## src/rtl/regwrite_arbiter.sv

```systemverilog
// regwrite_arbiter: three-way register-file write arbiter.
// Starved ALU/immediate requesters take precedence over memory loads.
module regwrite_arbiter (
    input  logic        clock,
    input  logic        reset,
    input  logic        hold,
    input  logic        mem_valid,
    input  logic [3:0]  mem_index,
    input  logic [31:0] mem_data,
    output logic        mem_ready,
    input  logic        alu_valid,
    input  logic [3:0]  alu_index,
    input  logic [31:0] alu_data,
    output logic        alu_ready,
    input  logic        imm_valid,
    input  logic [3:0]  imm_index,
    input  logic [15:0] imm_data,
    input  logic [1:0]  imm_type,
    output logic        imm_ready,
    output logic        write,
    output logic [3:0]  write_index,
    output logic [31:0] write_data
);
    logic [1:0]  alu_wait, imm_wait;
    logic        ptr_imm;
    logic        grant_en, alu_starved, imm_starved, any_starved;
    logic [31:0] imm_value;

    always_comb begin
        grant_en    = !hold && !reset;
        alu_starved = alu_valid && alu_wait == 2'd3;
        imm_starved = imm_valid && imm_wait == 2'd3;
        any_starved = alu_starved || imm_starved;
        mem_ready   = grant_en && !any_starved && mem_valid;
        alu_ready   = grant_en && (any_starved ? alu_starved && (!imm_starved || !ptr_imm)
                                               : !mem_valid && alu_valid && (!imm_valid || !ptr_imm));
        imm_ready   = grant_en && (any_starved ? imm_starved && (!alu_starved || ptr_imm)
                                               : !mem_valid && imm_valid && (!alu_valid || ptr_imm));
        imm_value   = imm_type == 2'd1 ? {{16{imm_data[15]}}, imm_data} :
                      imm_type == 2'd2 ? {imm_data, 16'h0} : {16'h0, imm_data};
    end

    // Wait counters keep counting through hold so a long hold produces starvation.
    always_ff @(posedge clock or posedge reset) begin
        if (reset) begin
            alu_wait    <= 2'd0;
            imm_wait    <= 2'd0;
            ptr_imm     <= 1'b0;
            write       <= 1'b0;
            write_index <= 4'd0;
            write_data  <= 32'd0;
        end else begin
            alu_wait <= (!alu_valid || alu_ready) ? 2'd0 : (alu_wait == 2'd3 ? 2'd3 : alu_wait + 2'd1);
            imm_wait <= (!imm_valid || imm_ready) ? 2'd0 : (imm_wait == 2'd3 ? 2'd3 : imm_wait + 2'd1);
            ptr_imm  <= alu_ready ? 1'b1 : imm_ready ? 1'b0 : ptr_imm;
            write    <= mem_ready || alu_ready || imm_ready;
            if (mem_ready || alu_ready || imm_ready) begin
                write_index <= mem_ready ? mem_index : alu_ready ? alu_index : imm_index;
                write_data  <= mem_ready ? mem_data : alu_ready ? alu_data : imm_value;
            end
        end
    end
endmodule

```

## config.mk

```make
export PLATFORM = sky130hd
export DESIGN_NAME = regwrite_arbiter
export DESIGN_NICKNAME = d
export VERILOG_FILES = /design/src/rtl/regwrite_arbiter.sv
export SDC_FILE = /design/constraint.sdc
export NUM_CORES = 1
export LEC_CHECK = 0
export CAP_MARGIN = 20
export CORE_MARGIN = 1
export CORE_UTILIZATION = 30
export CTS_CLUSTER_SIZE = 40
export DETAILED_ROUTE_END_ITERATION = 16
export PLACE_DENSITY_LB_ADDON = 0.25
export SYNTH_ARGS = -nofsm -noshare
export SYNTH_HDL_FRONTEND = slang
export SYNTH_SLANG_ARGS = --single-unit
```

## constraint.sdc

```tcl
create_clock -name clock -period 1.8 [get_ports clock]
set_clock_uncertainty 0.05 [all_clocks]
set_input_delay 0.36 -clock clock [delete_from_list [all_inputs] [get_ports clock]]
set_output_delay 0.36 -clock clock [all_outputs]
set_load 0.1 [all_outputs]
```

**Word-level counts from Yosys, hierarchy flattened**

Cells that the tools add are included.

- Input bits: 100
- Register bits after elaboration: 42
- Logic and storage cells: 58

- Multiplexer cells: 14
- Add/subtract/negate cells: 2
- Reductions and logical operators: 32
- Equal/unequal tests: 4

Operators with widths:

| kind | count |
|---|---|
| $mux 32 | 4 |
| $logic_and 1x1->1 | 13 |
| $logic_not 1->1 | 9 |
| $logic_or 1x1->1 | 9 |
| $mux 2 | 4 |
| $mux 4 | 2 |
| $eq 2x2->1 const B | 3 |
| $add 2x1->2 const B | 2 |
| $mux 1 | 4 |
| $eq 2x1->1 const B | 1 |
| $reduce_bool 2->1 | 1 |

**Logic depth before layout (Yosys ltp)**

Gate-level depths: netlist (run 1).

- Word-level depth: 9
- Depth in mapped cells: 6

**Worst setup path before layout (run 1)**

No wires, ideal clock.

- Path kind: in2reg
- From: input port hold
- To: register write_index[0]
- Slack: -0.847 ns
- Data arrival time: 2.523 ns
- Stages on the path: 4
- Path buffers: 1
- Cell sequence: or2_2 -> clkbuf_1 -> nor2_1 -> a221o_1

- Elaborated cells on any way between the ends: 10
- Classes of those cells: 2 x mux; 8 x reduce/logical

RTL lines:

| what | RTL line | RTL |
|---|---|---|
| start, declared | 6 | `input logic hold,` |
| $logic_not 1->1 | 30 | `grant_en = !hold && !reset;` |
| $logic_and 1x1->1 | 30 |  |
| $logic_and 1x1->1 | 37 | `imm_ready = grant_en && (any_starved ? imm_starved && (!alu_starved \|\| ptr_imm)` |
| via imm_ready | 19 | `output logic imm_ready,` |
| $logic_or 1x1->1 | 57 | `if (mem_ready \|\| alu_ready \|\| imm_ready) begin` |
| end signal, assigned | 58 | `write_index <= mem_ready ? mem_index : alu_ready ? alu_index : imm_index;` |
| end, declared | 21 | `output logic [3:0] write_index,` |

The timed path passes the listed nets, and every way through them passes these cells.
A chain may end at the register's enable or synchronous reset.

**Worst setup path in the final report (run 1)**

- From: register ptr_imm
- To: output port alu_ready

- Cells in the longest elaborated chain, start to end: 5
- Elaborated cells on any way between the ends: 7
- Classes of those cells: 1 x mux; 6 x reduce/logical

Ends and longest elaborated chain:

| what | RTL line | RTL |
|---|---|---|
| start, declared | 25 | `logic ptr_imm;` |
| start signal, assigned | 55 | `ptr_imm <= alu_ready ? 1'b1 : imm_ready ? 1'b0 : ptr_imm;` |
| $logic_not 1->1 * | 35, 36 |  |
| $logic_or 1x1->1, on equally long branches | 36, 35 |  |
| $logic_and 1x1->1, on equally long branches | 36, 35 |  |
| $mux 1 * | 35 | `alu_ready = grant_en && (any_starved ? alu_starved && (!imm_starved \|\| !ptr_imm)` |
| $logic_and 1x1->1 * | 35 |  |
| end, declared | 14 | `output logic alu_ready,` |

Mark *: on every way between the ends. The rest lies on a longest branch, timed or not.

==> run summary, run 1 <==
average routed wire per standard cell: 18.9 um
gr usage total: 23.8%
Final Hold Viols: 0
sequential area share after synthesis: 48.4%
total CTS buffers: 5
area growth from synthesis to layout: 120%
r2r endpoint: write_data[10]
fin crit period: 1.98 ns
final setup fails: 34
hold slack: 0.370 ns
slew margin rel.: 75.3%
Final Slew Violations: 0
final net count: 480
FFs w/ async S/R, synth: 100%
Slew @ Worst Pin: 0.369 ns
CTS root buffer: clkbuf_8
final core occ: 69.3%
slowest stage delay, CP: 0.41 ns
share of cells above drive strength 1: 30.2%
Synth cell types: 35
CTS tree: done
Worst Path Max Fanout: 4
FMAX: 0.506 GHz
number of global-route vias before repair: 2,594
Synth area leader: dfrtp_1
VDD IR-drop max: 0.542 mV
number of flops mapped to enable cells by yosys: 0
Mapped Cells: 203
YS warnings: 0
DIE AREA: 0.00759 mm2
synthesized area: 0.00217 mm2
worst endpoint required time: 1.39 ns
DRC Markers: 0
Iter 0 DRT Violations: 148
delay-heaviest family, CP: buffers and inverters
worst-path cell chain: nand4b_1 > buf_4 > a21oi_4 > buf_12
max cap viols: 0
setup ws final: -0.176 ns
DR vias: 2,541
DR pass1 iterations: 4
register area: 0.00105 mm2
Final HPWL DP: 6210 um
cells on worst reg2reg path: 6
Min-Delay Path Class: input port to async pin
run status: complete, but fails checks
crit path kind: flip-flop to output pin
first-pass GRT wire length: 13,500 um
share of the synthesized area in the top cell type: 48.4%
grt total ovfl: 0
GPL Wtd Cong: 0.845
ys flop type: dfrtp_1
Starting Density: 31.5%
Die Wd: 87.1 um
post-route insts no fill: 477
WP buf/inv: 2
Syn Area/Cell: 10.7 um2
core region area: 0.00691 mm2
# diodes: 0
Max Root-Sink Buffers: 2
Post-synth top cells: dfrtp_1 (42), a22o_1 (30), a221o_1 (20)
final wirelength: 8990 um
H-tree Lvls: 2
Die Y: 87.1 um
Critical Path AT: 1.57 ns
cell with the most instances after synthesis: dfrtp_1
Critical Path End Type: output pin
dpl ws: -0.499 ns
P_leak: 0.00208 uW
final-layout fill cell count: 533
row cnt: 30
CP Launch Type: flip-flop
top post-synthesis cells by area: dfrtp_1 (48%), a22o_1 (12%), a221o_1 (9.2%)
CTS sink cnt: 42
Slowest-stage cell, CP: dfrtp_1
Clk pin slew, worst setup/hold paths: 0.08 ns
R2R Setup Slk: -0.09 ns
Synth Net Count: 303
pwr/cell area: 1020 mW/mm2
Buffers on Ports: 139
RR Startpoint: alu_wait[1]
num ports: 140
unrepaired setup endpoints after global routing: yes
Synth Register Bits: 42
largest net degree at the start of global routing: 43
initial antenna violation count: 0
failing checks: negative setup slack
Multi-input gate area: 0.00113 mm2
vias per std cell: 5.33
Final ANT Viol Nets: 0
placed insts: 452
final period utilization: 110%
Clock Latency Late Sink: 0.30 ns
registers in the layout, indices dropped and copies added (netlist names):
name and count:
write 1, ptr_imm 1, alu_wait 2, write_index 4
imm_wait 2, write_data 32
metrics by stage:
stage               total power, uW  setup TNS, ns  cell area, um2
floorplan                      2860          -1.52            2200
global placement               4040         -14.38            4340
detailed placement             4080         -18.71            4340
CTS                            4860          -2.54            4690
global route                   5050          -4.17            4790
finish                         4880          -1.96            4790
cell usage in the layout (no fill, tap or decap), types with 2 or more instances in the layout:
master           synthesis  layout
clkdlybuf4s50_1          0      94
buf_12                   0      47
dfrtp_1                 42      42
a22o_1                  30      30
buf_4                    0      29
a221o_1                 20      20
a21oi_1                 14      13
nor3_1                  12      12
a211o_1                 10      10
clkbuf_8                 0       8
inv_1                    8       7
buf_6                    1       6
nand2_1                  5       5
o22ai_1                  5       5
dlygate4sd2_1            0       5
nor2_1                   6       4
nand2b_1                 3       3
a221oi_2                 0       3
nand3_2                  0       2
inv_2                    1       2
nor2b_1                  4       2
o21a_1                   2       2
a221oi_4                 0       2
buf_16                   0       2
clkbuf_16                0       2
buf_8                    0       2
layout make-up:
cell class	count	area share, %
sequential	42	21.9
timing repair buffer	187	49.0
multi-input combinational	135	23.5
tap	96	2.51
inverter	9	0.706
clock buffer	8	2.30
tightest hold or removal path, cell delays in order:
cell	delay (ns)
dlygate4sd2_1	0.28
buf_4	0.16
inv_2	0.06
buf_12	0.24
worst max path at each step:
| stage | to | slack (ns) | from | cells after the start |
|---|---|---|---|---|
| after floorplan | imm_ready | -0.32 | hold | 3 |
| after global placement | imm_ready | -0.43 | imm_valid | 6 |
| after detailed placement | write_data[15] | -0.50 | alu_valid | 8 |
| after CTS | imm_ready | -0.17 | ptr_imm | 5 |
| after global routing | alu_ready | -0.21 | ptr_imm | 4 |
| final | alu_ready | -0.18 | ptr_imm | 4 |
layer usage:
metal	share of wire (%)	routed length [um]	up-vias	GRT usage, %
met3	7.8	703	10	6.45
met2	50	4510	112	41.8
met4	1.3	114	0	6.56
met1	41	3660	1250	28.7
li1	-	-	1169	-
met5	0	0	-	0
kinds of logic (layout without fill, tap and decap cells):
group	after synthesis	count (layout)	share of synthesized area, %
and+or+nand+nor	41	41	10.5
DFF	42	42	48.4
buffers and inverters	26	204	5.18
AOI/OAI and AO/OA	94	94	35.9
power by group:
| part | internal, uW | total, uW | leakage (uW) | switching, uW |
|---|---|---|---|---|
| registers | 1120 | 1320 | 0.000517 | 203 |
| clock network | 388 | 722 | 0.0000575 | 334 |
| logic | 1190 | 2830 | 0.00150 | 1640 |
repair_timing:
action,4_1_cts,5_1_grt
resized for setup,23,13
pin swaps,8,12
setup endpoints to repair,39,40
buffers inserted,10,3
cloned,3,2
hold buffers,0,0
No activity file was read; power rests on OpenSTA's default activity.
==> run 2, diff against run 1 <==
--- a/config.mk
+++ b/config.mk
@@ -6,8 +6,8 @@
 export NUM_CORES = 1
 export LEC_CHECK = 0
 export CAP_MARGIN = 20
-export CORE_MARGIN = 1
-export CORE_UTILIZATION = 30
+export CORE_MARGIN = 3
+export CORE_UTILIZATION = 33
 export CTS_CLUSTER_SIZE = 40
 export DETAILED_ROUTE_END_ITERATION = 16
 export PLACE_DENSITY_LB_ADDON = 0.25
==> run summary, run 2 (synthesis results as in run 1) <==
run status: complete, but fails checks
failing checks: negative setup slack
r2r endpoint: write_index[0]
Clk pin slew, worst setup/hold paths: 0.08 ns (about the same)
Critical Path AT: 1.55 ns (-0.02 ns)
cells on worst reg2reg path: 6 (unchanged)
Iter 0 DRT Violations: 129 (-13%)
Clock Latency Late Sink: 0.28 ns (-0.02 ns)
Top reg by flops: write_data
total CTS buffers: 5 (unchanged)
# diodes: 0 (unchanged)
CTS sink cnt: 42 (unchanged)
crit path kind: flip-flop to output pin
RR Startpoint: alu_wait[1]
Max Root-Sink Buffers: 2 (unchanged)
post-route insts no fill: 451 (-5.5%)
DR vias: 2,490 (-2.0%)
number of global-route vias before repair: 2,636 (+1.6%)
DRC Markers: 0 (unchanged)
largest net degree at the start of global routing: 26 (-40%)
CTS tree: done
pwr/cell area: 1040 mW/mm2 (+1.7%)
average routed wire per standard cell: 19.0 um (+0.64%)
Slew @ Worst Pin: 0.479 ns (+0.110 ns)
register area: 0.00105 mm2 (unchanged)
FMAX: 0.511 GHz (+0.94%)
max cap viols: 0 (unchanged)
vias per std cell: 5.52 (+3.6%)
Die Wd: 87.2 um (about the same)
biggest regs: write_data: 32 flops, write_index: 4 flops
core region area: 0.00613 mm2 (-11%)
CTS root buffer: clkbuf_8
final period utilization: 109% (-1.0 points)
Buffers on Ports: 139 (unchanged)
final net count: 475 (-1.0%)
final-layout fill cell count: 408 (-23%)
row cnt: 28 (-6.7%)
P_leak: 0.00199 uW (-4.1%)
VDD IR-drop max: 0.803 mV (+48%)
DR pass1 iterations: 4 (unchanged)
unrepaired setup endpoints after global routing: yes
R2R Setup Slk: -0.11 ns (-0.02 ns)
Final HPWL DP: 6440 um (+3.7%)
Multi-input gate area: 0.00110 mm2 (-2.1%)
worst endpoint required time: 1.39 ns (about the same)
placed insts: 429 (-5.1%)
CP Launch Type: flip-flop
setup ws final: -0.158 ns (+0.0185 ns)
gr usage total: 22.5% (-1.3 points)
grt total ovfl: 0 (unchanged)
share of cells above drive strength 1: 28.7% (-1.5 points)
Starting Density: 35.4% (+4.0 points)
area growth from synthesis to layout: 110%
fin crit period: 1.96 ns (-0.0185 ns)
final setup fails: 30 (-12%)
Final Slew Violations: 0 (unchanged)
initial antenna violation count: 0 (unchanged)
max reg flops: 32 (unchanged)
Final ANT Viol Nets: 0 (unchanged)
DIE AREA: 0.00760 mm2 (about the same)
GPL Wtd Cong: 0.869 (+2.9%)
first-pass GRT wire length: 13,300 um (-1.7%)
dpl ws: -0.538 ns (-0.0387 ns)
leading cell type in the layout, fill and taps excluded: clkdlybuf4s50_1
num ports: 140 (unchanged)
highest-count cells in the layout ignoring fill and taps: clkdlybuf4s50_1 (94), buf_12 (45), dfrtp_1 (42)
H-tree Lvls: 2 (unchanged)
Min-Delay Path Class: input port to async pin
Worst Path Max Fanout: 4 (unchanged)
Critical Path End Type: output pin
final wirelength: 8560 um (-4.8%)
slew margin rel.: 67.9% (-7.4 points)
Final Hold Viols: 0 (unchanged)
Die Y: 87.2 um (about the same)
[run 2: cell count changes in the layout (fill, tap and decap cells not counted), sizes merged]
cell	before	now
clkinv	0	1
dlygate4sd2	5	4
clkdlybuf4s15	0	1
clkbuf	10	7
buf	86	83
[run 2: report_power, final]
group          switching, uW  internal (uW)
clock network            311            310
registers                201           1120
logic                   1630           1160
total                   2140           2590
[run 2: critical path, cell delays in order, from the launching register on]
cell and delay, ns:
dfrtp_1 0.41, nand4b_1 0.26, a32oi_4 0.32, nor2_4 0.10, buf_12 0.17
[run 2: worst max-delay path by stage]
stage                           start   endpoint  slack (ns)  depth (start not counted)
final                         ptr_imm  imm_ready       -0.16                          4
after global routing      alu_wait[1]  imm_ready       -0.23                          5
after CTS                     ptr_imm  alu_ready       -0.16                          4
after detailed placement    imm_valid  imm_ready       -0.54                          5
after global placement      imm_valid  imm_ready       -0.48                          5
after floorplan                  hold  imm_ready       -0.32                          3
[run 2: what timing repair did]
item	CTS	global route
buffers inserted	11	3
hold buffers	0	0
resized for setup	22	5
pin swaps	6	3
endpoints found under the setup margin	39	39
[run 2: routing by layer]
metal  up-vias  GRT usage, %  wire length [um]
met1      1228          27.8              3340
met4         0          3.77                57
li1       1156             -                 -
met3         6          6.15               674
met5         -             0                 0
met2       100          39.9              4490
[run 2: area by class of cell]
type | instances | share of cell area (%)
sequential | 42 | 23.0
timing repair buffer | 182 | 48.0
clock buffer | 7 | 1.89
multi-input combinational | 135 | 24.2
clock inverter | 1 | 0.110
inverter | 9 | 0.795
tap | 75 | 2.05
[run 2: through the flow]
step | TNS, ns | total power, uW | util (%) | cell area, um2 | hold WS, ns
floorplan | -1.52 | 2860 | - | 2200 | 0.410
global placement | -16.77 | 4030 | 69.7 | 4270 | 0.442
detailed placement | -18.83 | 4070 | 69.7 | 4270 | 0.462
CTS | -1.84 | 4750 | 73.8 | 4520 | 0.315
global route | -4.95 | 4930 | 74.5 | 4570 | 0.331
finish | -2.08 | 4740 | 74.5 | 4570 | 0.324
==> run 3, diff against run 2 <==
--- a/config.mk
+++ b/config.mk
@@ -14,3 +14,4 @@
 export SYNTH_ARGS = -nofsm -noshare
 export SYNTH_HDL_FRONTEND = slang
 export SYNTH_SLANG_ARGS = --single-unit
+export TNS_END_PERCENT = 50
==> run summary, run 3 (synthesis results as in run 1) <==
DR pass1 iterations: 4 (unchanged)
P_leak: 0.00204 uW (+2.2%)
core region area: 0.00613 mm2 (unchanged)
vias per std cell: 5.56 (+0.69%)
initial antenna violation count: 0 (unchanged)
highest-count cells in the layout ignoring fill and taps: clkdlybuf4s50_1 (94), buf_12 (45), dfrtp_1 (41)
biggest regs: write_data: 32 flops, write_index: 4 flops
Buffers on Ports: 139 (unchanged)
number of global-route vias before repair: 2,719 (+3.1%)
Clk pin slew, worst setup/hold paths: 0.08 ns (about the same)
Iter 0 DRT Violations: 124 (-3.9%)
total CTS buffers: 5 (unchanged)
# hold bufs at CTS: 0 (unchanged)
crit path kind: flip-flop to output pin
fin area: 0.00466 mm2 (+2.1%)
Clk pwr share: 13.1% (about the same)
max reg flops: 32 (unchanged)
run status: complete, but fails checks
net switching power: 2160 uW (+0.77%)
Power Internal: 2600 uW (+0.22%)
fin crit period: 2.02 ns (+0.0627 ns)
Starting Density: 35.4% (unchanged)
pwr/cell area: 1020 mW/mm2 (-1.6%)
Min-Delay Path Class: input port to async pin
setup ws final: -0.220 ns (-0.0627 ns)
Final Hold Viols: 0 (unchanged)
worst endpoint required time: 1.39 ns (about the same)
DR vias: 2,535 (+1.8%)
final net count: 480 (+1.1%)
average routed wire per standard cell: 20.2 um (+6.4%)
hold slack: 0.374 ns (+0.0495 ns)
area growth from synthesis to layout: 114%
Final ANT Viol Nets: 0 (unchanged)
Die Wd: 87.2 um (unchanged)
Die Y: 87.2 um (unchanged)
row cnt: 28 (unchanged)
final period utilization: 112% (+3.5 points)
Final HPWL DP: 6580 um (+2.2%)
Max Root-Sink Buffers: 2 (unchanged)
DIE AREA: 0.00760 mm2 (unchanged)
CP Launch Type: flip-flop
Critical Path End Type: output pin
Top reg by flops: write_data
Seq pwr share: 28.0% (about the same)
CTS tree: done
share of cells above drive strength 1: 30.7% (+2.0 points)
CTS root buffer: clkbuf_8
final setup fails: 38 (+27%)
VDD IR-drop max: 0.802 mV (-0.15%)
grt total ovfl: 0 (unchanged)
Net Sw Frac: 45.4% (+0.14 points)
placed insts: 432 (+0.70%)
Final Power: 4760 uW (+0.47%)
CTS sink cnt: 42 (unchanged)
largest net degree at the start of global routing: 24 (-7.7%)
combinational share of power: 58.9% (about the same)
failing checks: negative setup slack
post-route insts no fill: 456 (+1.1%)
unrepaired setup endpoints after global routing: yes
Clock Latency Late Sink: 0.28 ns (about the same)
slew margin rel.: 66.2% (-1.7 points)
leading cell type in the layout, fill and taps excluded: clkdlybuf4s50_1
num ports: 140 (unchanged)
Critical Path AT: 1.61 ns (+0.06 ns)
max cap viols: 0 (unchanged)
DRC Markers: 0 (unchanged)
Final Slew Violations: 0 (unchanged)
GPL Wtd Cong: 0.902 (+3.8%)
final wirelength: 9210 um (+7.6%)
Worst Path Max Fanout: 5 (+1)
H-tree Lvls: 2 (unchanged)
Slew @ Worst Pin: 0.504 ns (+0.0247 ns)
gr usage total: 23.6% (+1.1 points)
FMAX: 0.495 GHz (-3.1%)
first-pass GRT wire length: 13,900 um (+4.4%)
Placement Cell Area: 0.00430 mm2 (+0.53%)
# diodes: 0 (unchanged)
final core occ: 76.0% (+1.5 points)
run 3: cell count changes in the layout (fill, tap and decap cells not counted), sizes merged:
cell	previous run	this run
clkdlybuf4s15	1	0
buf	83	86
dlygate4sd2	4	5
clkbuf	7	9
run 3: layout make-up:
cell class	instances	area, um2
Clock inverter	1	5.00
Timing Repair Buffer	187	2270
Tap cell	75	93.8
Multi-Input combinational cell	135	1120
Clock buffer	7	86.3
Inverter	9	33.8
Sequential cell	42	1050
Fill cell	404	1470
run 3: power by group through the flow:
stage          Clock [uW]  Combinational (uW)  Sequential [uW]
3_5_place_dp            0                2730             1340
6_report              623                2800             1330
4_1_cts               635                2780             1330
2_1_floorplan           0                 413             2440
5_1_grt               677                2890             1360
3_3_place_gp            0                2710             1330
run 3: what timing repair did:
| action | 4_1_cts | 5_1_grt |
|---|---|---|
| resized for setup | 20 | 10 |
| buffers inserted | 11 | 2 |
| setup endpoints to repair | 39 | 40 |
| pin swaps | 6 | 14 |
| cloned | 0 | 3 |
run 3: routing by layer:
layer  share of wire (%)  GRT usage [%]  vias up  routed length, um
li1                    -              -     1162                  -
met1                  38           28.8     1231               3530
met4                 1.6           5.86        0                143
met5                   0              0        -                  0
met2                  51           40.9      125               4660
met3                 9.6           7.10       17                881
run 3: path summary, 6_finish.rpt:
check	from	slack [ns]	endpoint	cells past startpoint
max in group asynchronous	reset	1.07	write_data[9]	4
min in group clock	imm_wait[0]	0.49	imm_wait[0]	1
worst min register to register	imm_wait[0]	0.49	imm_wait[0]	1
worst max-delay path	alu_wait[0]	-0.22	alu_ready	4
worst max register to register	alu_wait[0]	-0.19	write_data[15]	6
worst min-delay path	reset	0.37	write_data[28]	4
run 3: worst max-delay path: stages (launching register included):
cell and delay (ns):
dfrtp_1 0.43, and2_4 0.18, o211ai_1 0.39, a21oi_4 0.15, buf_12 0.19
run 3: per-stage QoR:
step                      setup slack, ns  setup TNS (ns)
after floorplan                    -0.320           -1.59
after global placement             -0.449          -16.97
after detailed placement           -0.518          -19.26
after CTS                          -0.170           -3.01
after global routing               -0.281           -7.65
final                              -0.220           -4.97
